### src/rtl/generic_sub_pkg.sv
// Shared width constants for the subtractor/adder datapath cores.
// The low-half split rule lives here so every core cuts its carry/borrow chain at the same point.
package generic_sub_pkg;

    localparam int DEF_AW = 21;
    localparam int DEF_BW = 21;
    localparam int DEF_DW = 22;

    function automatic int lw_of(input int dw);
        return dw / 2;
    endfunction

endpackage

### src/rtl/generic_sub_slice.sv
// Combinational W-bit subtract slice with borrow in/out.
// The top instantiates one slice per pipeline half.
module generic_sub_slice #(
    parameter int W = 11
) (
    input  logic [W-1:0] a,
    input  logic [W-1:0] b,
    input  logic         borrow_in,
    output logic [W-1:0] d,
    output logic         borrow_out
);

    logic [W:0] full;

    // The extra top bit is set exactly when a - b - borrow_in goes negative.
    assign full       = {1'b0, a} - {1'b0, b} - {{W{1'b0}}, borrow_in};
    assign d          = full[W-1:0];
    assign borrow_out = full[W];

endmodule

### src/rtl/generic_sub_pipe.sv
// Two-stage enable-gated subtractor D = A - B with borrow/zero flags and valid/ready flow control.
// Stage 1 resolves the low half; stage 2 finishes the high half using the registered low borrow.
module generic_sub_pipe
    import generic_sub_pkg::*;
#(
    parameter int AW = DEF_AW,
    parameter int BW = DEF_BW,
    parameter int DW = DEF_DW,
    parameter int LW = lw_of(DW)
) (
    input  logic          clk,
    input  logic          rst_n,
    input  logic          in_valid,
    output logic          in_ready,
    input  logic [AW-1:0] in_a,
    input  logic [BW-1:0] in_b,
    input  logic          in_en,
    output logic          out_valid,
    input  logic          out_ready,
    output logic [DW-1:0] out_diff,
    output logic          out_borrow,
    output logic          out_zero
);

    localparam int HW = DW - LW;

    logic [DW-1:0] a_ext, b_ext, a_g, b_g;
    logic [LW-1:0] lo_d;
    logic          lo_b;
    logic [HW-1:0] hi_d;
    logic          hi_b;

    logic          s1_valid;
    logic [LW-1:0] s1_dlo;
    logic          s1_bl;
    logic [HW-1:0] s1_ahi, s1_bhi;
    logic          s1_en;

    logic          s2_adv, s1_adv, accept;
    logic [DW-1:0] s2_diff;

    assign a_ext = DW'(in_a);
    assign b_ext = DW'(in_b);
    // Disabled pairs enter as 0 - 0 so the result is naturally 0 with no borrow.
    assign a_g   = in_en ? a_ext : '0;
    assign b_g   = in_en ? b_ext : '0;

    assign s2_adv   = !out_valid || out_ready;
    assign s1_adv   = s1_valid && s2_adv;
    assign in_ready = !s1_valid || s2_adv;
    assign accept   = in_valid && in_ready;

    generic_sub_slice #(.W(LW)) u_lo (
        .a          (a_g[LW-1:0]),
        .b          (b_g[LW-1:0]),
        .borrow_in  (1'b0),
        .d          (lo_d),
        .borrow_out (lo_b)
    );

    generic_sub_slice #(.W(HW)) u_hi (
        .a          (s1_ahi),
        .b          (s1_bhi),
        .borrow_in  (s1_bl),
        .d          (hi_d),
        .borrow_out (hi_b)
    );

    assign s2_diff = {hi_d, s1_dlo};

    // NOTE: state registers use non-blocking assignments so every stage samples pre-edge values.
    always_ff @(posedge clk or negedge rst_n) begin
        if (!rst_n) begin
            s1_valid <= 1'b0;
            s1_dlo   <= '0;
            s1_bl    <= 1'b0;
            s1_ahi   <= '0;
            s1_bhi   <= '0;
            s1_en    <= 1'b0;
        end else begin
            if (accept) begin
                s1_valid <= 1'b1;
                s1_dlo   <= lo_d;
                s1_bl    <= lo_b;
                s1_ahi   <= a_g[DW-1:LW];
                s1_bhi   <= b_g[DW-1:LW];
                s1_en    <= in_en;
            end else if (s1_adv) begin
                s1_valid <= 1'b0;
            end
        end
    end

    always_ff @(posedge clk or negedge rst_n) begin
        if (!rst_n) begin
            out_valid  <= 1'b0;
            out_diff   <= '0;
            out_borrow <= 1'b0;
            out_zero   <= 1'b0;
        end else if (s2_adv) begin
            out_valid <= s1_valid;
            if (s1_valid) begin
                out_diff   <= s2_diff;
                out_borrow <= hi_b && s1_en;
                out_zero   <= (s2_diff == '0);
            end
        end
    end

endmodule
### config.mk
export PLATFORM = sky130hd
export DESIGN_NAME = generic_sub_pipe
export DESIGN_NICKNAME = d
export VERILOG_FILES = /design/src/rtl/generic_sub_pkg.sv /design/src/rtl/generic_sub_slice.sv /design/src/rtl/generic_sub_pipe.sv
export SDC_FILE = /design/constraint.sdc
export NUM_CORES = 1
export LEC_CHECK = 0
export BUFFER_PORTS_ARGS = -buffer_cell sky130_fd_sc_hd__buf_4
export CORE_MARGIN = 1.5
export CORE_UTILIZATION = 55
export DETAILED_ROUTE_END_ITERATION = 16
export HOLD_SLACK_MARGIN = 0.05
export PLACE_DENSITY = 0.85
export SKIP_CTS_REPAIR_TIMING = 1
export SLEW_MARGIN = 20
export SYNTH_ARGS = -nofsm -noshare
export SYNTH_HDL_FRONTEND = slang
export SYNTH_SLANG_ARGS = --single-unit
### constraint.sdc
create_clock -name clk -period 6 [get_ports clk]
set_input_delay 0 -clock clk [delete_from_list [all_inputs] [get_ports clk]]
set_output_delay 0 -clock clk [all_outputs]
set_load 0.01 [all_outputs]
== Word-level counts from Yosys, hierarchy flattened ==
Index checks and enable logic that the tools add are counted.
Word-level totals
  register bits: 61
Operators by class
  add/subtract/negate cells: 3
  multiplexer cells: 4
  reductions and logical operators: 10
Operators with widths (number)
  $mux W21: 2
  $sub A11 B11 Y12: 2
  $logic_not A22 Y1: 1
  $sub A12 B1 Y12: 1
  $logic_and A1 B1 Y1: 3
  $logic_not A1 Y1: 2
  $logic_or A1 B1 Y1: 2
  $mux W1: 2
  $reduce_and A2 Y1: 1
  $reduce_bool A2 Y1: 1

== Longest topological paths before layout ==
Gate-level depths: netlist (run 1).
  word-level depth: 5
  mapped depth: 11
  gate-level depth less buffers: 10

== Hierarchy ==
From an unflattened synthesis (run 1), not the netlist that was laid out.
Unflattened totals
  cell total of the unflattened synthesis: 417
  area total of the unflattened synthesis: 4136.5 µm²
By module, submodules not included
  generic_sub_pipe: instances 1, cells each 188, area each 2528.7 µm², seq. area each 1476.4 µm²
  generic_sub_slice at u_hi: instances 1, cells each 116, area each 808.3 µm², seq. area each 0.0 µm²
  generic_sub_slice at u_lo: instances 1, cells each 113, area each 799.5 µm², seq. area each 0.0 µm²

== Least setup slack after synthesis (run 1) ==
OpenSTA, ideal clock, no wires.
  path type: register to register
  start point: reg s1_bl
  end point: reg out_zero
  library setup time: 0.092 ns
  arrival time: 2.560 ns
  required time: 5.908 ns
  path slack: 3.348 ns
  cell stages (with the launch flop): 10
  path buffers: 0
  period minus slack after synthesis: 2.652 ns
  cells stage by stage: dfrtp_1 -> inv_1 -> fa_1 -> fa_1 -> nand2b_2 -> a2111oi_4 -> nor3_2 -> o41ai_4 -> o2111ai_1 -> o31ai_2
On the way
  cells in the longest elaborated chain, start to end: 2
Ends and longest elaborated chain
  start: declaration: line generic_sub_pipe.sv:35  | logic s1_bl;
  start signal: assignment: line generic_sub_pipe.sv:84  | s1_bl <= lo_b;
  $sub A12 B1 Y12: line generic_sub_slice.sv:16  | assign full = {1'b0, a} - {1'b0, b} - {{W{1'b0}}, borrow_in};
  $logic_not A22 Y1: line generic_sub_pipe.sv:105  | out_zero <= (s2_diff == '0);
  end signal: assignment: line generic_sub_pipe.sv:105
  end: declaration: line generic_sub_pipe.sv:22  | output logic out_zero
No other way between the ends.
A chain may end at the register's enable or synchronous reset.

== Final worst setup path (run 1) ==
Ends and elaborated chain as after synthesis.

==> flow_summary.yaml, run 1 <==
critical_path:
  slowest_stage: "fa_1"
  cpMostUsedCell: "fa_1"
  cp_cell_sequence: "inv_1 > fa_1 > fa_1 > nand2b_2 > a2111oi_4 > nor3_2 > o41ai_4 > o2111ai_1 > o31ai_2"
  reg2regPathDepth: 9
  cp.required_ns: 6.25
  setup.worst_path.end_class: "flip-flop"
  path_class: "reg2reg"
  cp_num_buf_inv: 1
  cp_max_fo: 3
  r2r-end: "out_zero"
  max_stage_delay_ns: 0.48
  cp_data_arrival_time_ns: 3.12
  reg2reg_slack_ns: 3.13
  worstReg2RegStart: "s1_bl"
  critPathTopFamily: "compound AO/OA/AOI/OAI gates"
  startpoint_type: "flip-flop"
place:
  post-dp-hpwl_um: 5530
  io_buffers: 72
  gp_congestion: 0.959
  dp.cells: 506
hold_path:
  holdPathStages: 3
  hold_path_class: "in2reg"
  hp-start: "in_en"
  holdPathEnd: "s1_bhi[8]"
yosys:
  yosys-top-cells-count: "65 x nand2_1, 59 x dfrtp_1, 45 x o21ai_0"
  async_flop_share: 1.00
  synthCells: 373
  ys_top_cells_by_area: "dfrtp_1 42%, ha_1 10%, nand2_1 7.0%"
  ys_warn_count: 0
  yosysSeqAreaShare: 0.424
  syn_avg_cell_area_um2: 9.34
  synth_seq_cells: 59
  synth_most_common_cell: "nand2_1"
  synth_top_area_frac: 0.424
  synth_edf_count: 0
  synth_nets: 452
  yosys_most_used_dff: "dfrtp_1"
  synth_cell_types: 44
  synth_area_leader_cell: "dfrtp_1"
  netlist_area_um2: 3480
layout:
  layout-drive-gt1-share: 0.240
  final_cell_count_no_fill: 546
  nets: 545
  num_antenna_cells: 0
  area_growth_pct: 30.6
sta:
  timing_worst_slew_pin_value_ns: 1.03
  fmax_mhz: 349
  fin_crit_ns: 2.87
  skew_ns: 0.00397
  grt_setup_unrepaired: "no"
  tns_ns: 0
  slew_headroom: 0.314
  setup_viol: 0
  finalCritPeriodShare: 0.478
  hold_viol: 0
  timing.final.max_slew_violations: 0
global_routing:
  grt_usage: 0.235
  grt_pass1_vias: 2652
  grt_max_degree: 60
  grt_pass1_wl_um: 12000
  gr-total-overflow: 0
  antenna_found_initial: 0
drt:
  drtPass1Iterations: 4
  avgViaCountPerCell: 5.35
  vias: 2920
  drt_iter0_markers: 135
  wirelength_um: 7670
  wl_per_cell_um: 14.1
  drcViolationCount: 0
  ant_nets: 0
clocking:
  insertion_delay_ns: 0.34
  cts_made_buffers: 9
  clkTransAtPathRegs_ns: 0.07
  h-tree-depth: 3
  cts-root-buf: "clkbuf_8"
  clockBufferDepth: 2
  cts_tree: "built"
  cts_sinks: 59
floorplan:
  num_io_pins: 73
  die_w_um: 82.6
  core_area_um2: 6030
  die_h_um: 82.6
  row_count: 28
  fp.dieArea_um2: 6820
  initial_core_util: 0.578
power:
  switching_share: 0.330
  powerDensity_nw_per_um2: 345
  power_frac_clock: 0.277
  p_leak_nw: 2.21
  intPower_mw: 1.05
  ir_worst_vdd_uv: 223
  power.share.sequential: 0.354
  p_switching_uw: 518
  combPwrFrac: 0.369
flow_run:
  drv_cap: 0
outcome:
  status: "completed"
## power by group through the flow
stage                     Sequential (mW)  Combinational [mW]  Clock, mW
after detailed placement            0.564               0.562          0
after floorplan                     0.577               0.332          0
after global routing                0.567               0.647      0.457
after CTS                           0.556               0.567      0.442
after global placement              0.557               0.541          0
final                               0.557               0.580      0.435
## through the flow
step / power (mW) / cell area [µm²] / hold slack (ns) / utilization / setup slack [ns]
2_1_floorplan: 0.909 / 3480 / -0.296 / - / 3.35
3_3_place_gp: 1.10 / 4070 / 0.0908 / 0.675 / 3.24
3_5_place_dp: 1.13 / 4070 / 0.104 / 0.675 / 3.16
4_1_cts: 1.57 / 4310 / -0.266 / 0.715 / 3.14
5_1_grt: 1.67 / 4550 / 0.111 / 0.755 / 2.95
6_report: 1.57 / 4550 / 0.0870 / 0.755 / 3.13
## cell families (layout without fill, tap and decap cells)
family,after synthesis,count (layout),share of synthesized area
AOI/OAI and AO/OA,81,81,0.150
xor gates and xnor gates,12,12,0.0302
adders and majority gates,32,32,0.121
buffers and inverters,51,149,0.0549
DFF,59,59,0.424
muxes,15,15,0.0485
and+or+nand+nor,123,123,0.171
## flip-flops by register name, summed over array words and instances (netlist names)
name / cells
out_diff: 22
s1_dlo: 11
s1_ahi: 10
s1_bhi: 10
out_borrow: 1
out_valid: 1
out_zero: 1
s1_bl: 1
s1_en: 1
s1_valid: 1
## how the worst max path moves through the flow
| stage | depth (start not counted) | slack [ns] | start | end |
|---|---|---|---|---|
| after floorplan | 9 | 3.35 | s1_bl | out_zero |
| after global placement | 9 | 3.24 | s1_bl | out_zero |
| after global routing | 9 | 2.95 | s1_bl | out_zero |
| after CTS | 9 | 3.14 | s1_bl | out_zero |
| after detailed placement | 9 | 3.16 | s1_bl | out_zero |
| final | 9 | 3.13 | s1_bl | out_zero |
## cells in the final DEF (no fill, tap or decap), types with 7 or more instances in the layout
cell / count
clkbuf_8: 9
a21oi_1: 12
inv_1: 36
nand2_1: 65
dlygate4sd3_1: 24
and2_1: 13
dfrtp_1: 59
xnor2_1: 9
mux2_2: 15
o21ai_0: 45
ha_1: 29
buf_4: 73
nand3_1: 12
nor2_1: 7
## cell type report
type | count | area (µm²)
clock buffers | 9 | 124
clock inverters | 7 | 116
fillers | 424 | 1480
inverters | 36 | 135
multi-input cells | 263 | 1820
flip-flops and latches | 59 | 1480
well taps | 75 | 93.8
repair buffers | 97 | 788
## worst register-to-register path, cell delays in order, from the launching register on
cell	delay, ns
dfrtp_1	0.33
inv_1	0.06
fa_1	0.48
fa_1	0.39
nand2b_2	0.22
a2111oi_4	0.40
nor3_2	0.13
o41ai_4	0.35
o2111ai_1	0.19
o31ai_2	0.23
## metal layers
layer	track usage	up-vias	share of wire
met4	0.0900	0	0.014
met1	0.322	1347	0.45
met3	0.0473	12	0.053
met5	0	-	0
li1	-	1460	-
met2	0.367	101	0.48
No activity file was read; power rests on OpenSTA's default activity.
==> run 2, diff against run 1 <==
Settings changed: ABC_AREA from default to 1, CORE_UTILIZATION 55 to 50, PLACE_DENSITY 0.85 to 0.81.
Clock period 6 ns to 2.6 ns, I/O delays scaled along.
==> flow_summary.yaml, run 2 <==
outcome:
  status: "completed"
yosys:
  synth_most_common_cell: "nand2_1"
  synth_nets: 582
  netlist_area_um2: 3680
  ys_warn_count: 0
  synth_area_leader_cell: "dfrtp_1"
  synth_xor_area_frac: 0.0143
  synthCells: 503
  synth_top_family_by_area: "simple AND/OR/NAND/NOR gates"
  ys_top_cells_by_area: "dfrtp_1 40%, nand2_1 18%, ha_1 9.9%"
  yosys-top-cells-count: "172 x nand2_1, 80 x inv_1, 59 x dfrtp_1"
  synth_seq_cells: 59
  syn_avg_cell_area_um2: 7.32
  muxShareOfSynthArea: 0
  synth-simple-area-share: 0.270
  yosys_most_used_dff: "dfrtp_1"
  synthAdderAreaFrac: 0.115
  synth_edf_count: 0
  synth_top_area_frac: 0.401
  synth_cell_types: 30
  async_flop_share: 1.00
  yosysSeqAreaShare: 0.401
  synth-compound-area-share: 0.0983
global_routing:
  grt_usage: 0.208
  grt_max_degree: 60
  gr-total-overflow: 0
  grt_pass1_wl_um: 12600
  grt_pass1_vias: 2797
  antenna_found_initial: 0
floorplan:
  core_area_um2: 7180
  num_io_pins: 73
  row_count: 31
  initial_core_util: 0.513
  die_w_um: 88.8
  fp.dieArea_um2: 7880
  die_h_um: 88.8
sta:
  skew_ns: 0.0122
  grt_setup_unrepaired: "no"
  worst_slack_ns: 0.376
  fin_crit_ns: 2.22
  fmax_mhz: 450
  finalCritPeriodShare: 0.855
  tns_ns: 0
  timing_worst_slew_pin_value_ns: 0.823
  timing.final.max_slew_violations: 0
  setup_viol: 0
  hold_viol: 0
  slew_headroom: 0.451
critical_path:
  path_class: "reg2reg"
  cp_cell_sequence: "inv_1 > fa_1 > fa_1 > inv_1 > nand2_2 > nand2_1 > nand2_1 > nand2_1 > nand3b_1 > nand2_1 > nand2_1 > nor2_1 > nand4_1 > nand2_1"
  max_stage_delay_ns: 0.48
  cpMostUsedCell: "nand2_1"
  startpoint_type: "flip-flop"
  cp_max_fo: 3
  cp.required_ns: 2.88
  cp_data_arrival_time_ns: 2.51
  cp.depth: 14
  reg2regPathDepth: 14
  setup.worst_path.end_class: "flip-flop"
  critPathTopFamily: "adder cells"
  cp_num_buf_inv: 2
  slowest_stage: "fa_1"
place:
  pre_cts_slack_ns: 0.371
  gp_congestion: 0.869
  io_buffers: 72
  post-dp-hpwl_um: 5790
layout:
  regMostFlops: "out_diff"
  nets: 674
  area_growth_pct: 27.4
  reg.largest.list: "out_diff: 22 flops, s1_dlo: 11 flops"
  most-common-layout-cells: "172 x nand2_1, 80 x inv_1, 74 x buf_4"
  largest_register_ffs: 22
  n_fill_cell: 638
  num_antenna_cells: 0
  layout-drive-gt1-share: 0.163
  fin_util: 0.654
  layout_commonest_cell: "nand2_1"
clocking:
  h-tree-depth: 3
  cts_tree: "built"
  insertion_delay_ns: 0.35
  clkTransAtPathRegs_ns: 0.08
  cts_made_buffers: 9
  cts_sinks: 59
  clockBufferDepth: 2
  cts-root-buf: "clkbuf_8"
hold_path:
  holdPathStages: 5
  hold_path_class: "in2reg"
drt:
  drtPass1Iterations: 4
  avgViaCountPerCell: 4.83
  vias: 3378
  drt_iter0_markers: 200
  wirelength_um: 7730
  drcViolationCount: 0
  ant_nets: 0
  wl_per_cell_um: 11.1
power:
  finalPower_mw: 3.53
  powerDensity_nw_per_um2: 753
  ir_worst_vdd_uv: 326
  p_leak_nw: 2.58
flow_run:
  drv_cap: 0
[run 2: cell count changes in the layout (fill, tap and decap cells not counted), moves of 4 or more]
cell      previous run  this run
inv_1               36        80
nand3_1             12        27
nand2_2              0         5
mux2_2              15         0
nand2_1             65       172
and2_1              13         0
xnor2_1              9         3
nand2b_1             5         0
a31oi_1              0         4
nand4_1              2         6
nor2_1               7        22
[run 2: logic make-up after synthesis]
logic type                 count (synthesis)
AOI/OAI and AO/OA                         68
xor gates and xnor gates                   6
adders and majority gates                 32
buffers and inverters                     97
DFF                                       59
and+or+nand+nor                          241
[run 2: power by group]
group	internal [mW]	switching, mW
registers	1.16	0.134
clock network	0.347	0.388
logic	0.650	0.856
[run 2: final timing paths]
kind | end | start | slack, ns
setup reg to reg | out_zero | s1_bl | 0.38
min in group asynchronous | s1_ahi[6] | rst_n | 0.25
setup / recovery | out_zero | s1_bl | 0.38
hold / removal | s1_dlo[0] | in_b[0] | 0.04
max in group asynchronous | out_diff[17] | rst_n | 1.85
hold reg to reg | out_diff[12] | out_diff[12] | 0.49
[run 2: through the flow]
step,area (µm²),hold slack (ns),instances
after floorplan,3680,-0.296,503
after global placement,4290,0.0919,661
after detailed placement,4290,0.105,661
after CTS,4470,-0.281,677
after global routing,4690,0.0764,699
final,4690,0.0401,699
[run 2: worst register-to-register path: stages (launching register included)]
cell      delay [ns]
dfrtp_1         0.32
inv_1           0.06
fa_1            0.48
fa_1            0.43
inv_1           0.09
nand2_2         0.06
nand2_1         0.08
nand2_1         0.09
nand2_1         0.09
nand3b_1        0.08
nand2_1         0.09
nand2_1         0.05
nor2_1          0.09
nand4_1         0.09
nand2_1         0.08
[run 2: final cells by class]
cell class | instances | area [µm²] | share of cell area
Timing Repair Buffer | 96 | 776 | 0.165
Tap cell | 99 | 124 | 0.0264
Inverter | 82 | 308 | 0.0656
Multi-Input combinational cell | 347 | 1830 | 0.390
Clock buffer | 9 | 124 | 0.0264
Sequential cell | 59 | 1480 | 0.315
Clock inverter | 7 | 52.6 | 0.0112
[run 2: routing by layer]
metal  GRT usage  wire length (µm)  up-vias
met5           0                 0        -
met4      0.0895               166        0
met3      0.0410               361       18
met2       0.284              3270       89
met1       0.318              3920     1507
li1            -                 -     1764
